$ cat src/rtl/serial_magnitude_comparator.sv
// Bit-serial unsigned magnitude comparator: walks two operands MSB-first through a
// 1-bit compare stage and stops at the first differing bit.

module bit_compare (
    input  logic a,
    input  logic b,
    output logic lt,
    output logic gt,
    output logic eq
);
    assign lt = ~a & b;
    assign gt = a & ~b;
    assign eq = ~(a ^ b);
endmodule

module serial_magnitude_comparator #(
    parameter int WIDTH = 8
) (
    input  logic             clk,
    input  logic             rst,
    input  logic             start,
    input  logic [WIDTH-1:0] a_in,
    input  logic [WIDTH-1:0] b_in,
    output logic             busy,
    output logic             done,
    output logic             lt,
    output logic             gt,
    output logic             eq
);
    localparam int CW = $clog2(WIDTH + 1);

    typedef enum logic [1:0] {IDLE, SHIFT, DONE} state_t;

    state_t           state_q, state_d;
    logic [WIDTH-1:0] sa_q, sa_d, sb_q, sb_d;
    logic [CW-1:0]    cnt_q, cnt_d;
    logic             lt_q, lt_d, gt_q, gt_d, eq_q, eq_d;
    logic             busy_q, busy_d, done_q, done_d;
    logic             bit_lt, bit_gt, bit_eq;

    bit_compare u_bit (
        .a  (sa_q[WIDTH-1]),
        .b  (sb_q[WIDTH-1]),
        .lt (bit_lt),
        .gt (bit_gt),
        .eq (bit_eq)
    );

    always_comb begin
        state_d = state_q;
        sa_d    = sa_q;
        sb_d    = sb_q;
        cnt_d   = cnt_q;
        lt_d    = lt_q;
        gt_d    = gt_q;
        eq_d    = eq_q;
        case (state_q)
            IDLE: begin
                if (start) begin
                    sa_d    = a_in;
                    sb_d    = b_in;
                    cnt_d   = CW'(WIDTH);
                    lt_d    = 1'b0;
                    gt_d    = 1'b0;
                    eq_d    = 1'b0;
                    state_d = SHIFT;
                end
            end
            SHIFT: begin
                if (bit_gt) begin
                    gt_d    = 1'b1;
                    state_d = DONE;
                end else if (bit_lt) begin
                    lt_d    = 1'b1;
                    state_d = DONE;
                end else if (bit_eq && cnt_q == CW'(1)) begin
                    eq_d    = 1'b1;
                    state_d = DONE;
                end else begin
                    sa_d  = {sa_q[WIDTH-2:0], 1'b0};
                    sb_d  = {sb_q[WIDTH-2:0], 1'b0};
                    cnt_d = cnt_q - CW'(1);
                end
            end
            DONE:    state_d = IDLE;
            default: state_d = IDLE;
        endcase
        // Status flags are registered from the next state so they line up with it.
        busy_d = (state_d == SHIFT);
        done_d = (state_d == DONE);
    end

    always_ff @(posedge clk) begin
        if (rst) begin
            state_q <= IDLE;
            sa_q    <= '0;
            sb_q    <= '0;
            cnt_q   <= '0;
            lt_q    <= 1'b0;
            gt_q    <= 1'b0;
            eq_q    <= 1'b0;
            busy_q  <= 1'b0;
            done_q  <= 1'b0;
        end else begin
            state_q <= state_d;
            sa_q    <= sa_d;
            sb_q    <= sb_d;
            cnt_q   <= cnt_d;
            lt_q    <= lt_d;
            gt_q    <= gt_d;
            eq_q    <= eq_d;
            busy_q  <= busy_d;
            done_q  <= done_d;
        end
    end

    assign busy = busy_q;
    assign done = done_q;
    assign lt   = lt_q;
    assign gt   = gt_q;
    assign eq   = eq_q;

endmodule

$ cat config.mk
export PLATFORM = sky130hd
export DESIGN_NAME = serial_magnitude_comparator
export DESIGN_NICKNAME = d
export VERILOG_FILES = /design/src/rtl/serial_magnitude_comparator.sv
export SDC_FILE = /design/constraint.sdc
export NUM_CORES = 1
export LEC_CHECK = 0
export ABC_AREA = 1
export CAP_MARGIN = 10
export CORE_MARGIN = 1.5
export CORE_UTILIZATION = 46
export DETAILED_ROUTE_END_ITERATION = 16
export PLACE_DENSITY = 0.81
export SLEW_MARGIN = 20
export SYNTH_ARGS = -nofsm -noshare
export SYNTH_HDL_FRONTEND = slang
export SYNTH_SLANG_ARGS = --single-unit
$ cat constraint.sdc
create_clock -name clk -period 1.5 [get_ports clk]
set_clock_uncertainty 0.1 [all_clocks]
set_input_delay 0.225 -clock clk [delete_from_list [all_inputs] [get_ports clk]]
set_output_delay 0.225 -clock clk [all_outputs]
set_load 0.1 [all_outputs]
==> results of run 1 <==
critical path: cells and delay by family, from the launching register on:
family        cells  cell delay (ns)
simple gates      6             0.58
flops             1             0.36
buf+inv           2             0.29
fa+ha+maj         1             0.16
report_power, final:
| group | internal (W) | total (W) | switching (W) |
|---|---|---|---|
| sequential | 0.000858 | 0.000933 | 0.0000748 |
| combinational | 0.000535 | 0.00134 | 0.000806 |
| clock | 0.000100 | 0.000323 | 0.000223 |
layout by cell type (no fill, tap or decap), types with 6 or more instances in the layout:
cell,count
buf_12,9
clkdlybuf4s50_1,18
dfxtp_1,24
inv_1,23
nand2_1,60
nand2_2,9
nand3_1,7
nor2_1,34
nor2_2,12
o21ai_0,9
o21ai_1,6
synthesized netlist by cell type (all sizes together):
cell	n
a211oi	2
buf	6
nand3	8
or2	1
clkbuf	3
inv	27
a21oi	4
clkinv	2
o21ai	15
ha	4
nand2	70
nand4	1
dfxtp	27
nor2	49
kinds of logic after synthesis:
group,count (synthesis)
fa+ha+maj,4
flops,27
simple gates,129
buf+inv,38
compound gates,21
stage by stage:
step | setup WS (ns) | util (%) | total power, W
floorplan | -0.00389 | - | 0.00167
global placement | -0.139 | 62.8 | 0.00192
detailed placement | -0.183 | 62.8 | 0.00195
CTS | -0.00238 | 69.3 | 0.00244
global route | -0.152 | 72.5 | 0.00277
finish | -0.0795 | 72.5 | 0.00260
flip-flops by register name, summed over array words and instances, names as in the netlist:
signal and cells:
sa_q 8, sb_q 8, cnt_q 4, state_q 2, busy 1, done 1, eq 1, gt 1
lt 1
what timing repair did:
action                     4_1_cts  5_1_grt
buffers inserted                 2        0
gates resized for setup         12       28
setup endpoints to repair       23       24
gates cloned                     5        0
pin swaps                        7        5
metal layers:
layer	global-route usage (%)	up-vias	wire (um)
li1	-	738	-
met1	24.1	659	1450
met2	36.9	41	1800
met3	2.90	9	167
met4	12.0	0	64
met5	0	-	0
cell type report:
type	count	share of cell area (%)
clock buffers	3	1.11
clock inverters	1	0.246
inverters	29	5.48
multi-input cells	159	43.3
flip-flops and latches	27	26.8
well taps	31	1.91
repair buffers	35	21.2
worst paths after layout:
path	start	endpoint	slack, ns	cells after the start
hold / removal	lt	lt	0.41	2
setup reg to reg	sb_q[7]	sa_q[1]	-0.08	9
setup / recovery	sb_q[7]	sa_q[1]	-0.08	9
hold reg to reg	lt	lt	0.41	2
==> impl_metrics.env, run 1 <==
export IMPL_die_area_mm2=0.00335
export IMPL_placed_cells=274
export IMPL_outcome="finished, violations left"
export IMPL_min_path_type="flip-flop to flip-flop"
export IMPL_grt_pass1_wl_mm=5.46
export IMPL_seq_area_frac_synth_pct=39.0
export IMPL_report_final_slew_viol_count=0
export IMPL_synth_avg_cell_area_um2=6.32
export IMPL_slowest_stage="dfxtp_2"
export IMPL_cts_max_level=1
export IMPL_ys_ff_latch=27
export IMPL_worstSetupPathType="flip-flop to flip-flop"
export IMPL_clk_root_buffer_cell="clkbuf_4"
export IMPL_place_gp_congestion=0.786
export IMPL_core_area_mm2=0.00281
export IMPL_grt_max_degree=24
export IMPL_required_ns=1.64
export IMPL_drcViolationCount=0
export IMPL_hold_buffers=0
export IMPL_fillCellCount=208
export IMPL_failed_checks="setup timing"
export IMPL_path_common_cell="nor2_4"
export IMPL_wirelength_mm=3.48
export IMPL_cap_violations=0
export IMPL_regArea_um2=544
export IMPL_cts_sinks=27
export IMPL_first_global_vias=1364
export IMPL_worstSetupEndpointType="flip-flop"
export IMPL_wl_per_cell_um=12.2
export IMPL_antenna_found_initial=0
export IMPL_gr_total_overflow=0
export IMPL_multiInputGateArea_um2=880
export IMPL_holdWs_ns=0.406
export IMPL_synth_cell_types=21
export IMPL_synth_top_area_cell="dfxtp_1"
export IMPL_grt_usage_pct=20.9
export IMPL_die_w_um=57.9
export IMPL_ios=24
export IMPL_dp_hpwl_mm=1.79
export IMPL_start_util_pct=49.4
export IMPL_drive_gt1_share_pct=24.8
export IMPL_fmax_ghz=0.633
export IMPL_antenna_cells=0
export IMPL_yosysTopAreaCellShare_pct=39.0
export IMPL_synth_fa_ha_area_share_pct=3.61
export IMPL_synth_xor_area_share_pct=0
export IMPL_rsz0062_at_grt="yes"
export IMPL_setup_viol=17
export IMPL_yosys_area_share_simple_pct=37.7
export IMPL_synth_area_leaders="dfxtp_1, nand2_1, nor2_1, inv_1, ha_1"
export IMPL_synth_compound_area_share_pct=7.95
export IMPL_fin_crit_ns=1.58
export IMPL_drt_pass1_iter_count=4
export IMPL_numCtsBuffers=3
export IMPL_clk_pin_slew_ns=0.15
export IMPL_instances_no_fill=285
export IMPL_slew_headroom_pct=80.9
export IMPL_critPathMaxStageDelay_ns=0.36
export IMPL_fin_nets=278
export IMPL_fin_ws_ns=-0.0795
export IMPL_vias_per_cell=5.08
export IMPL_cts_tree="yes"
export IMPL_synth_warnings=0
export IMPL_hold_viol_final=0
export IMPL_insertion_delay_ns=0.33
export IMPL_clockBufferDepth=2
export IMPL_ant_nets=0
export IMPL_synth_top_family_by_area="simple AND/OR/NAND/NOR gates"
export IMPL_area_growth_pct=46.8
export IMPL_fin_crit_sh_pct=105
export IMPL_arrival_ns=1.72
export IMPL_path_cells="buf_6 -> ha_4 -> nor2_4 -> nor2_4 -> nor2_4 -> buf_12 -> nand2_8 -> nor2_1 -> nor2_1"
export IMPL_synth_mux_area_share_pct=0
export IMPL_start_kind="flip-flop"
export IMPL_synthCells=219
export IMPL_leakage_nw=0.931
export IMPL_port_buffers=23
export IMPL_fin_setup_tns_ns=-0.300
export IMPL_syn_area_mm2=0.00139
export IMPL_syn_num_nets=242
export IMPL_fin_area_mm2=0.00203
export IMPL_cp_max_fo=9
export IMPL_power_density_mw_per_mm2=1280
export IMPL_placed_cell_area_mm2=0.00176
export IMPL_ir_worst_vdd_v=0.000710
export IMPL_die_h_um=57.9
export IMPL_drt_iter0_drc=52
export IMPL_rows=19
export IMPL_max_slew_worst_pin_slew_ns=0.283
export IMPL_vias=1447
No activity file was read; power rests on OpenSTA's default activity.
==> inputs of run 2 (changes only) <==
PLACE_DENSITY = 0.84   (was 0.81)
TNS_END_PERCENT = 5   (was default)
==> run 2 against run 1 <==
  * The run ends with DRC, setup timing left
  * Final cell count decreased by 0.70%
  * Sequential cell count unchanged
  * Power decreased by 6.0%
==> impl_metrics.env, run 2 (synthesis results as in run 1) <==
export IMPL_drive_gt1_share_pct=17.9
export IMPL_port_buffers=23
export IMPL_ir_worst_vdd_v=0.000774
export IMPL_gr_total_overflow=0
export IMPL_outcome="finished, violations left"
export IMPL_grt_max_degree=33
export IMPL_vias_per_cell=4.83
export IMPL_placed_cells=275
export IMPL_arrival_ns=1.71
export IMPL_final_common_cell="nand2_1"
export IMPL_numCtsBuffers=3
export IMPL_cts_tree="yes"
export IMPL_fin_setup_tns_ns=-0.463
export IMPL_fin_nets=276
export IMPL_die_area_mm2=0.00335
export IMPL_fin_crit_ns=1.54
export IMPL_fmax_ghz=0.649
export IMPL_drt_pass1_iter_count=10
export IMPL_power_w=0.00244
export IMPL_leakage_nw=0.890
export IMPL_insertion_delay_ns=0.35
export IMPL_slew_headroom_pct=79.2
export IMPL_wirelength_mm=3.11
export IMPL_clockBufferDepth=2
export IMPL_fin_ws_ns=-0.0407
export IMPL_required_ns=1.67
export IMPL_drcViolationCount=2
export IMPL_final_cell_mix="nand2_1, nor2_1, dfxtp_1, inv_1, clkdlybuf4s50_1"
export IMPL_drt_iter0_drc=37
export IMPL_rsz0062_at_grt="yes"
export IMPL_hold_viol_final=0
export IMPL_clk_pin_slew_ns=0.15
export IMPL_vias=1367
export IMPL_first_global_vias=1166
export IMPL_start_util_pct=49.4
export IMPL_wl_per_cell_um=11.0
export IMPL_worstSetupPathType="flip-flop to flip-flop"
export IMPL_start_kind="flip-flop"
export IMPL_ios=24
export IMPL_rows=19
export IMPL_fin_crit_sh_pct=103
export IMPL_cp_max_fo=10
export IMPL_core_area_mm2=0.00281
export IMPL_worstSetupEndpointType="flip-flop"
export IMPL_die_w_um=57.9
export IMPL_fillCellCount=252
export IMPL_place_gp_congestion=0.789
export IMPL_grt_usage_pct=19.0
export IMPL_dp_hpwl_mm=1.79
export IMPL_cts_sinks=27
export IMPL_hold_buffers=0
export IMPL_cap_violations=0
export IMPL_largestRegisters="sa_q x8, sb_q x8, cnt_q x4"
export IMPL_die_h_um=57.9
export IMPL_grt_pass1_wl_mm=4.95
export IMPL_ant_nets=0
export IMPL_area_growth_pct=36.7
export IMPL_cts_max_level=1
export IMPL_instances_no_fill=283
export IMPL_failed_checks="DRC, setup timing"
export IMPL_max_slew_worst_pin_slew_ns=0.311
export IMPL_power_density_mw_per_mm2=1290
export IMPL_rrSetupSlack_ns=-0.04
export IMPL_min_path_type="flip-flop to flip-flop"
export IMPL_antenna_found_initial=0
export IMPL_setup_viol=18
export IMPL_report_final_slew_viol_count=0
export IMPL_antenna_cells=0
export IMPL_clk_root_buffer_cell="clkbuf_4"
run 2: report_power, final:
group          switching, W  internal [W]
clock network      0.000238      0.000103
logic              0.000707      0.000469
registers         0.0000687      0.000857
total               0.00101       0.00143
run 2: timing repair:
action                     4_1_cts  5_1_grt
cloned                           3        0
pin swaps                        4        0
buffers inserted                 1        0
resized for setup                6        8
hold endpoints to repair         0        0
setup endpoints to repair       21       22
run 2: worst max-delay path, cell delays in order (launching register included):
cell and delay (ns):
dfxtp_2 0.36, inv_1 0.06, ha_2 0.30, nand2_1 0.06, inv_2 0.08, nand3_4 0.16, nand2_4 0.18, nand2_1 0.07
nand2_1 0.06, nor2_1 0.04
run 2: final timing paths:
kind	startpoint	endpoint	cells past startpoint
max	sb_q[7]	sb_q[0]	9
min	eq	eq	2
max reg2reg	sb_q[7]	sb_q[0]	9
min reg2reg	eq	eq	2
run 2: cell type report:
class                   count  area (um2)  area share, %
multi-input cells         157         777           41.0
flip-flops and latches     27         543           28.7
repair buffers             35         395           20.9
inverters                  29         109           5.75
well taps                  31        38.8           2.05
clock buffers               3        22.5           1.19
clock inverters             1        7.51          0.397
run 2: stage by stage:
stage	utilization (%)	setup slack, ns	hold WS (ns)	instance area [um2]
after floorplan	-	-0.00389	0.360	1400
after global placement	62.6	-0.130	0.384	1760
after detailed placement	62.6	-0.217	0.390	1760
after CTS	66.4	-0.0264	0.407	1860
after global routing	67.5	-0.129	0.431	1890
final	67.5	-0.0407	0.412	1890
run 2: layer usage:
metal | GRT usage, % | part of all wire (%) | wire, um | up-vias
met5 | 0 | 0 | 0 | -
met4 | 6.64 | 1.9 | 59 | 0
met3 | 4.91 | 3.8 | 117 | 7
li1 | - | - | - | 727
met2 | 33.9 | 52 | 1610 | 28
met1 | 21.7 | 42 | 1320 | 605
